**config.mk**
```make
export PLATFORM = sky130hd
export DESIGN_NAME = hazard_stall_ctrl
export DESIGN_NICKNAME = d
export VERILOG_FILES = /design/src/rtl/hazard_stall_ctrl.sv
export SDC_FILE = /design/constraint.sdc
export NUM_CORES = 1
export LEC_CHECK = 0
export ABC_CLOCK_PERIOD_IN_PS = 3800
export CORE_UTILIZATION = 30
export CTS_BUF_LIST = sky130_fd_sc_hd__clkbuf_4
export DETAILED_ROUTE_END_ITERATION = 7
export SKIP_CTS_REPAIR_TIMING = 1
export SYNTH_ARGS = -nofsm -noshare
export SYNTH_HDL_FRONTEND = slang
export SYNTH_SLANG_ARGS = --single-unit
```
**constraint.sdc**
```tcl
create_clock -name clk_i -period 3.8 [get_ports clk_i]
set_clock_uncertainty 0.1 [all_clocks]
set_input_delay 0.95 -clock clk_i [delete_from_list [all_inputs] [get_ports clk_i]]
set_output_delay 0.95 -clock clk_i [all_outputs]
set_load 0.005 [all_outputs]
```
**src/rtl/hazard_stall_ctrl.sv**
```systemverilog
// hazard_stall_ctrl: single stall/flush source for the 5-stage RISC-V pipeline.
// Combines load-use detection, taken-branch flush and a data-memory wait FSM
// with a timeout watchdog.
// Optional feature macro: HAZARD_STATS_EN adds three 32-bit saturating event
// counters (load-use bubbles, flushes, stall cycles) and their output ports.
`timescale 1ns/1ps
module hazard_stall_ctrl #(
  parameter int TIMEOUT = 255,
  parameter int CNT_W   = 8
) (
  input  logic       clk_i,
  input  logic       rst_i,
  input  logic [4:0] IFID_rs1_i,
  input  logic [4:0] IFID_rs2_i,
  input  logic [4:0] IDEX_rd_i,
  input  logic       IDEX_MemRead_i,
  input  logic       Branch_taken_i,
  input  logic       EXMEM_MemRead_i,
  input  logic       EXMEM_MemWrite_i,
  input  logic       mem_ack_i,
  output logic       mem_req_o,
  output logic       stall_o,
  output logic       NoOp_o,
  output logic       PCWrite_o,
  output logic       IFIDWrite_o,
  output logic       Flush_o,
  output logic       mem_err_o
`ifdef HAZARD_STATS_EN
  ,
  output logic [31:0] stat_lu_o,
  output logic [31:0] stat_flush_o,
  output logic [31:0] stat_wait_o
`endif
);

  localparam logic [0:0] IDLE     = 1'b0;
  localparam logic [0:0] MEM_WAIT = 1'b1;

  localparam logic [CNT_W-1:0] TIMEOUT_CNT = CNT_W'(TIMEOUT);
  localparam logic [CNT_W-1:0] CNT_ONE     = CNT_W'(1);

  logic [0:0]       state_reg, state_next;
  logic [CNT_W-1:0] cnt_reg, cnt_next;
  logic             err_reg, err_next;
  logic             acc;
  logic             req_raw;
  logic             stall_raw;
  logic             lu;

  assign acc = EXMEM_MemRead_i | EXMEM_MemWrite_i;

  // Load-use: EX holds a load whose destination is a source of the ID instruction.
  assign lu = IDEX_MemRead_i & (IDEX_rd_i != 5'd0) &
              ((IDEX_rd_i == IFID_rs1_i) | (IDEX_rd_i == IFID_rs2_i));

  // Memory wait FSM: next state, wait counter, watchdog, raw request/stall.
  always_comb begin
    state_next = state_reg;
    cnt_next   = cnt_reg;
    err_next   = err_reg;
    req_raw    = 1'b0;
    stall_raw  = 1'b0;
    case (state_reg)
      IDLE: begin
        req_raw = acc;
        if (acc && !mem_ack_i) begin
          stall_raw  = 1'b1;
          state_next = MEM_WAIT;
          cnt_next   = CNT_ONE;
        end
      end
      MEM_WAIT: begin
        req_raw = 1'b1;
        if (mem_ack_i) begin
          state_next = IDLE;
          cnt_next   = '0;
        end else if (cnt_reg == TIMEOUT_CNT) begin
          // Watchdog: abandon the access, release the pipeline, latch the error.
          err_next   = 1'b1;
          state_next = IDLE;
          cnt_next   = '0;
        end else begin
          stall_raw = 1'b1;
          cnt_next  = cnt_reg + CNT_ONE;
        end
      end
      default: begin
        state_next = IDLE;
        cnt_next   = '0;
      end
    endcase
  end

  // FSM state, wait counter and sticky error register.
  always_ff @(posedge clk_i or negedge rst_i) begin
    if (!rst_i) begin
      state_reg <= IDLE;
      cnt_reg   <= '0;
      err_reg   <= 1'b0;
    end else begin
      state_reg <= state_next;
      cnt_reg   <= cnt_next;
      err_reg   <= err_next;
    end
  end

  assign mem_err_o = err_reg;

  // Output priority: memory stall > load-use bubble > branch flush > run; reset forces a bubble.
  always_comb begin
    mem_req_o   = 1'b0;
    stall_o     = 1'b0;
    NoOp_o      = 1'b1;
    PCWrite_o   = 1'b0;
    IFIDWrite_o = 1'b0;
    Flush_o     = 1'b0;
    if (rst_i) begin
      mem_req_o = req_raw;
      stall_o   = stall_raw;
      NoOp_o    = 1'b0;
      if (stall_raw) begin
        PCWrite_o   = 1'b0;
        IFIDWrite_o = 1'b0;
      end else if (lu) begin
        NoOp_o = 1'b1;
      end else if (Branch_taken_i) begin
        Flush_o     = 1'b1;
        PCWrite_o   = 1'b1;
        IFIDWrite_o = 1'b1;
      end else begin
        PCWrite_o   = 1'b1;
        IFIDWrite_o = 1'b1;
      end
    end
  end

`ifdef HAZARD_STATS_EN
  logic [2:0]  stat_inc;
  logic [31:0] stat_val [3];

  // Event strobes: 0 = load-use bubble, 1 = flush, 2 = stall cycle.
  assign stat_inc = {stall_o, Flush_o, NoOp_o & rst_i};

  for (genvar gi = 0; gi < 3; gi++) begin : g_stat
    logic [31:0] cnt_reg;

    // Saturating event counter; holds at all-ones.
    always_ff @(posedge clk_i or negedge rst_i) begin
      if (!rst_i) begin
        cnt_reg <= '0;
      end else if (stat_inc[gi] && (cnt_reg != 32'hFFFF_FFFF)) begin
        cnt_reg <= cnt_reg + 32'd1;
      end
    end

    assign stat_val[gi] = cnt_reg;
  end

  assign stat_lu_o    = stat_val[0];
  assign stat_flush_o = stat_val[1];
  assign stat_wait_o  = stat_val[2];
`endif

endmodule

```
==> metrics.csv, run 1 <==
stage;metric;value;unit
global_routing;final global-route overflow total;0;
final_layout;final core occ;54.9;%
yosys;Synth Net Count;102;
final_layout;Multi-input gate area;433;um^2
floorplan;Die ar.;2480;um^2
critical_path;Critical Path RT;2.75;ns
final_layout;final instance area;1130;um^2
clock_tree;CTS tree;done;
critical_path;CP Max Fanout;2;
sta;fin crit period;3.85;ns
sta;Final Hold Fails;0;
yosys;Synth Instances;79;
floorplan;Die X;49.8;um
yosys;Avg Inst Size Synth;8.68;um^2
routing;Detailed Route WL;1.70;mm
floorplan;Die H;49.8;um
critical_path;worst reg2reg setup slack;2.16;ns
placed_design;Final Wtd Congestion;0.785;
critical_path;crit path cell chain;clkdlybuf4s50_1 > or4_4 > o21a_1 > buf_4 > buf_4 > a211oi_2 > dlymetal6s2s_1;
yosys;Async S/R FF share, synth;100;%
final_layout;max FFs per register;8;
sta;Final Max Slew Viols;0;
critical_path;Top delay family on crit path;buffers and inverters;
final_layout;Fill cells;195;
final_layout;commonest non-fill, non-tap cells in the layout;clkdlybuf4s50_1, xnor2_1, nor2_1;
floorplan;initial core utilization;33.3;%
critical_path;crit end category;output pin;
sta;Worst Slack Setup Final;-0.0455;ns
worst_hold_path;worst hold path class;reg2reg;
routing;Post-route DRC;0;
yosys;number of synthesized flops with an enable pin;0;
routing;vias post-DR;714;
power_and_ir_drop;Overall Power;272;uW
placed_design;post-DP HPWL;1.35;mm
placed_design;pre-CTS setup slack;-0.222;ns
final_layout;Area Overhead vs Synth;65.0;%
outcome;status;complete, but fails checks;
routing;drt via density;4.82;
routing;First DRT Iteration DRCs;6;
sta;slew at the pin closest to its max-slew limit;0.420;ns
critical_path;cell mode on critical path;buf_4;
routing;1st-pass router iterations;4;
yosys;Synth area leaders;dfrtp_1, xnor2_1, nor2_1;
sta;Slew HR;72.0;%
power_and_ir_drop;sequential share of power;42.4;%
yosys;Yosys warnings;0;
global_routing;GR Util All Layers;14.0;%
sta;final setup vio count;2;
yosys;sequential share of the synthesized area;36.5;%
power_and_ir_drop;switching pwr;72.2;uW
clock_tree;clk_lat worst skew;0.26;ns
critical_path;Critical Path Max Stage Delay;0.54;ns
routing;post-DR wirelength/cell;11.5;um
yosys;Synth top area share;36.5;%
clock_tree;CTS Buffer Depth;2;
placed_design;Post-Place Cell Area;1060;um^2
critical_path;CP Launch Type;input port;
yosys;Netlist Area Pre-Place;686;um^2
final_layout;final net count;145;
yosys;largest area contributor in the netlist;dfrtp_1;
power_and_ir_drop;Pleak;0.000514;uW
global_routing;vias in the first global route;644;
floorplan;core area;2060;um^2
clock_tree;Reg clk slew, reported paths;0.06;ns
sta;Sum Neg Setup Slack;-0.0815;ns
floorplan;num rows;16;
power_and_ir_drop;Power Internal;200;uW
power_and_ir_drop;Max rail drop VDD;128;uV
power_and_ir_drop;sw frac;26.6;%
clock_tree;CTS Root Cell;clkbuf_4;
critical_path;Buf+Inv Stages, Crit Path;4;
placed_design;Buffers on Ports;28;
critical_path;CP arrival;2.80;ns
critical_path;slowest CP cell;or4_4;
floorplan;io pins;29;
global_routing;first-pass GRT wire length;2.64;mm
power_and_ir_drop;Clk pwr share;26.7;%
final_layout;FF/Latch Area;250;um^2
clock_tree;Num CTS Buffers;3;
outcome;failing checks;negative setup slack;
clock_tree;clock net sink count;10;
final_layout;share of post-route cells with drive strength above 1;16.5;%
global_routing;initial antenna violation count;0;
power_and_ir_drop;pwr/cell area;240;nW/um^2
yosys;Distinct cells, synth;28;
worst_hold_path;Hold Path Cell Cnt;1;
final_layout;most common cell after layout, fill and taps aside;clkdlybuf4s50_1;
critical_path;crit path kind;in2out;
sta;RSZ-0062 raised after global routing;true;
final_layout;Ant. Diodes;0;
power_and_ir_drop;Logic pwr share;30.8;%
critical_path;cells on worst reg2reg path;5;
flow_run;# Max-Cap Violations;0;
sta;Fmax;260;MHz
yosys;synthesized flop and latch total;10;
global_routing;largest net degree at the start of global routing;11;
yosys;Top FF cell, synth;dfrtp_1;
clock_tree;H-tree Lvls;1;
sta;final worst-path cycle share;101;%
critical_path;Levels on crit path;7;
routing;Final ANT Viol Nets;0;
==> synth_stat cells, types with 2 or more instances <==
master,number
nand3_1,4
a211oi_1,4
xnor2_1,13
o22ai_1,2
xor2_1,2
nand2_1,5
dfrtp_1,10
nor2_1,12
a21oi_1,3
o21ai_0,2
inv_1,4
nand4_1,2
==> cell families after synthesis <==
family | after synthesis | share of synthesized area (%)
muxes | 1 | 1.46
DFF | 10 | 36.5
and+or+nand+nor | 28 | 19.0
xor gates and xnor gates | 15 | 19.2
AOI/OAI and AO/OA | 19 | 18.8
adders and majority gates | 1 | 1.82
buffers and inverters | 5 | 3.28
==> final timing paths <==
kind,start,end
worst max-delay path,IDEX_rd_i[1],IFIDWrite_o
worst min-delay path,mem_err_o,mem_err_o
worst max register to register,cnt_reg[0],cnt_reg[7]
worst min register to register,mem_err_o,mem_err_o
max in group asynchronous,rst_i,cnt_reg[6]
min in group asynchronous,rst_i,cnt_reg[7]
==> final cells by class <==
cell class	count	share of cell area [%]
multi-input cells	64	38.3
repair buffers	39	33.0
flip-flops and latches	10	22.1
well taps	27	2.99
clock buffers	3	1.99
inverters	4	1.33
clock inverters	1	0.332
==> through the flow <==
step | hold WS, ns | std cells
5_1_grt | 0.416 | 148
3_5_place_dp | 0.346 | 142
4_1_cts | 0.370 | 146
2_1_floorplan | 0.351 | 79
6_report | 0.361 | 148
3_3_place_gp | 0.367 | 142
==> routing by layer <==
metal	track usage [%]	routed length [um]	part of all wire, %
met4	7.14	17	1.0
met2	24.5	857	50
met5	0	0	0
met1	15.7	725	43
met3	2.78	100	5.9
==> power groups by stage <==
| stage | registers, uW | logic [uW] | clock network [uW] |
|---|---|---|---|
| after floorplan | 117 | 32.7 | 0 |
| after global placement | 117 | 79.3 | 0 |
| after detailed placement | 117 | 79.8 | 0 |
| after CTS | 115 | 80.3 | 77.1 |
| after global routing | 116 | 92.0 | 81.2 |
| final | 115 | 83.8 | 72.7 |
Power figures use the tool's default switching activity.
==> run 2, diff against run 1 <==
--- a/config.mk
+++ b/config.mk
@@ -5,6 +5,7 @@
 export SDC_FILE = /design/constraint.sdc
 export NUM_CORES = 1
 export LEC_CHECK = 0
+export ABC_AREA = 1
 export ABC_CLOCK_PERIOD_IN_PS = 3800
 export CORE_UTILIZATION = 30
 export CTS_BUF_LIST = sky130_fd_sc_hd__clkbuf_4
==> metrics.csv, run 2 <==
stage;metric;value;unit;change
outcome;status;complete, no violations;;
placed_design;Post-Place Cell Area;1100;um^2;+3.8%
critical_path;CP arrival;2.57;ns;-0.23 ns
placed_design;post-DP HPWL;1.38;mm;+2.1%
yosys;most common cell in the netlist;nand2_1;;
yosys;Yosys warnings;0;;unchanged
global_routing;final global-route overflow total;0;;unchanged
critical_path;cell mode on critical path;nand2_1;;
floorplan;Die ar.;2810;um^2;+13%
yosys;Top FF cell, synth;dfrtp_1;;
critical_path;Critical Path Max Stage Delay;0.55;ns;about the same
critical_path;cells on worst reg2reg path;8;;+3
final_layout;Ant. Diodes;0;;unchanged
critical_path;crit path kind;in2out;;
placed_design;Final Wtd Congestion;0.781;;-0.57%
yosys;Netlist Area Pre-Place;782;um^2;+14%
final_layout;most common cell after layout, fill and taps aside;nand2_1;;
critical_path;slowest CP cell;clkdlybuf4s50_1;;
placed_design;Buffers on Ports;28;;unchanged
yosys;largest area contributor in the netlist;dfrtp_1;;
sta;Sum Neg Setup Slack;0;ns;+0.0815 ns
global_routing;largest net degree at the start of global routing;12;;+1
floorplan;io pins;29;;unchanged
clock_tree;clock net sink count;10;;unchanged
floorplan;Die H;53.1;um;+6.5%
routing;WL met2;776;um;-9.5%
critical_path;RR Startpoint;cnt_reg[0];;
yosys;number of synthesized flops with an enable pin;0;;unchanged
clock_tree;CTS Buffer Depth;2;;unchanged
sta;RSZ-0062 raised after global routing;false;;
floorplan;core area;2480;um^2;+20%
yosys;most frequent cells after synthesis;nand2_1, inv_1, nor2_1, dfrtp_1;;
routing;vias post-DR;792;;+11%
final_layout;Fill cells;269;;+38%
routing;drt via density;4.35;;-9.8%
final_layout;max FFs per register;8;;unchanged
floorplan;Die X;53.1;um;+6.5%
critical_path;crit end category;output pin;;
sta;slew at the pin closest to its max-slew limit;0.234;ns;-0.187 ns
sta;Min Hold Slack;0.378;ns;+0.0173 ns
sta;final setup vio count;0;;-2
yosys;Synth Net Count;143;;+40%
clock_tree;Reg clk slew, reported paths;0.07;ns;about the same
yosys;Synth top area share;32.0;%;-4.5 points
clock_tree;CTS Root Cell;clkbuf_4;;
critical_path;CP Launch Type;input port;;
power_and_ir_drop;Max rail drop VDD;110;uV;-14%
clock_tree;clk_lat worst skew;0.27;ns;about the same
routing;top layer in use;met4;;
routing;Final ANT Viol Nets;0;;unchanged
clock_tree;Num CTS Buffers;3;;unchanged
yosys;Avg Inst Size Synth;6.52;um^2;-25%
global_routing;vias in the first global route;713;;+11%
power_and_ir_drop;pwr/cell area;262;nW/um^2;+9.0%
yosys;sequential share of the synthesized area;32.0;%;-4.5 points
routing;1st-pass router iterations;6;;+2
final_layout;Area Overhead vs Synth;44.0;%;
yosys;synthesized flop and latch total;10;;unchanged
worst_hold_path;worst hold path class;reg2reg;;
final_layout;share of post-route cells with drive strength above 1;8.55;%;-8.0 points
worst_hold_path;hold path endpoint;mem_err_o;;
critical_path;worst reg2reg setup slack;2.32;ns;+0.16 ns
global_routing;first-pass GRT wire length;2.73;mm;+3.7%
routing;post-DR wirelength/cell;8.99;um;-22%
clock_tree;H-tree Lvls;1;;unchanged
sta;fin crit period;3.62;ns;-0.222 ns
sta;Slew HR;84.4;%;+12 points
clock_tree;CTS tree;done;;
critical_path;crit path cell chain;clkdlybuf4s50_1 > inv_1 > nand2_1 > nand2_1 > nor2_1 > nand3_1 > nand2_1 > nand3_1 > nand2_1 > clkdlybuf4s50_1;;
power_and_ir_drop;Pleak;0.000587;uW;+14%
critical_path;CP Max Fanout;4;;+2
worst_hold_path;hold path start;mem_err_o;;
critical_path;worst reg2reg path endpoint;cnt_reg[5];;
routing;DR WL met3;54;um;-46%
final_layout;commonest non-fill, non-tap cells in the layout;nand2_1, clkdlybuf4s50_1, inv_1;;
floorplan;num rows;18;;+2
global_routing;GR Util All Layers;13.5;%;-0.49 points
sta;Final Hold Fails;0;;unchanged
sta;Fmax;276;MHz;+6.1%
flow_run;# Max-Cap Violations;0;;unchanged
final_layout;final instance area;1130;um^2;-0.44%
final_layout;post-route insts no fill;182;;+23%
routing;M1 WL;767;um;+5.8%
critical_path;Critical Path RT;2.75;ns;about the same
yosys;Synth Instances;120;;+52%
final_layout;FF/Latch Area;250;um^2;unchanged
yosys;Distinct cells, synth;22;;-21%
routing;Post-route DRC;0;;unchanged
placed_design;dpl cells;178;;+25%
worst_hold_path;Hold Path Cell Cnt;1;;unchanged
sta;Final Max Slew Viols;0;;unchanged
yosys;Synth area leaders;dfrtp_1, nand2_1, inv_1;;
floorplan;initial core utilization;31.6;%;-1.7 points
routing;Detailed Route WL;1.64;mm;-3.8%
global_routing;initial antenna violation count;0;;unchanged
routing;First DRT Iteration DRCs;19;;+13
sta;final worst-path cycle share;95.3;%;-5.8 points
yosys;Async S/R FF share, synth;100;%;unchanged
final_layout;final net count;176;;+21%
final_layout;Multi-input gate area;423;um^2;-2.3%
==> run 2: worst max-delay path by stage <==
stage	startpoint	endpoint	slack, ns
floorplan	mem_ack_i	PCWrite_o	1.11
global placement	IDEX_rd_i[4]	NoOp_o	0.18
detailed placement	IDEX_rd_i[4]	NoOp_o	0.16
CTS	IDEX_rd_i[4]	NoOp_o	0.16
global route	IDEX_rd_i[4]	IFIDWrite_o	0.04
finish	IDEX_rd_i[4]	NoOp_o	0.18
==> run 2: cells by family (layout without fill, tap and decap cells) <==
kind of cell | count (synthesis) | in the layout | synth area share, %
xor+xnor | 4 | 4 | 4.48
simple gates | 65 | 65 | 39.2
fa+ha+maj | 1 | 1 | 1.60
compound gates | 12 | 12 | 8.80
buf+inv | 28 | 60 | 13.9
flops | 10 | 10 | 32.0
==> run 2: per-layer routing <==
layer	track usage (%)	up-vias
li1	-	422
met1	15.6	346
met2	23.4	21
met3	1.72	3
met4	7.89	0
met5	0	-
==> run 2: worst max-delay path, delay by kind of cell <==
family / cells / cell delay [ns]
and+or+nand+nor: 7 / 0.52
buffers and inverters: 3 / 1.10
==> run 2: per-stage QoR <==
step	power (uW)	util (%)	setup WS, ns
2_1_floorplan	173	-	1.11
3_3_place_gp	220	44.4	0.185
3_5_place_dp	222	44.4	0.164
4_1_cts	301	45.5	0.163
5_1_grt	318	45.5	0.0431
6_report	295	45.5	0.177
==> run 2: power by group <==
part           leakage, uW  internal [uW]  switching, uW
Clock            0.0000154           38.1           38.5
Sequential        0.000132            116           6.74
Combinational     0.000440           51.3           44.8
==> run 2: cell type report <==
type	count	area share (%)
clock buffers	3	2.00
multi-input cells	82	37.6
repair buffers	29	25.6
inverters	27	9.00
clock inverters	1	0.333
well taps	30	3.33
flip-flops and latches	10	22.2
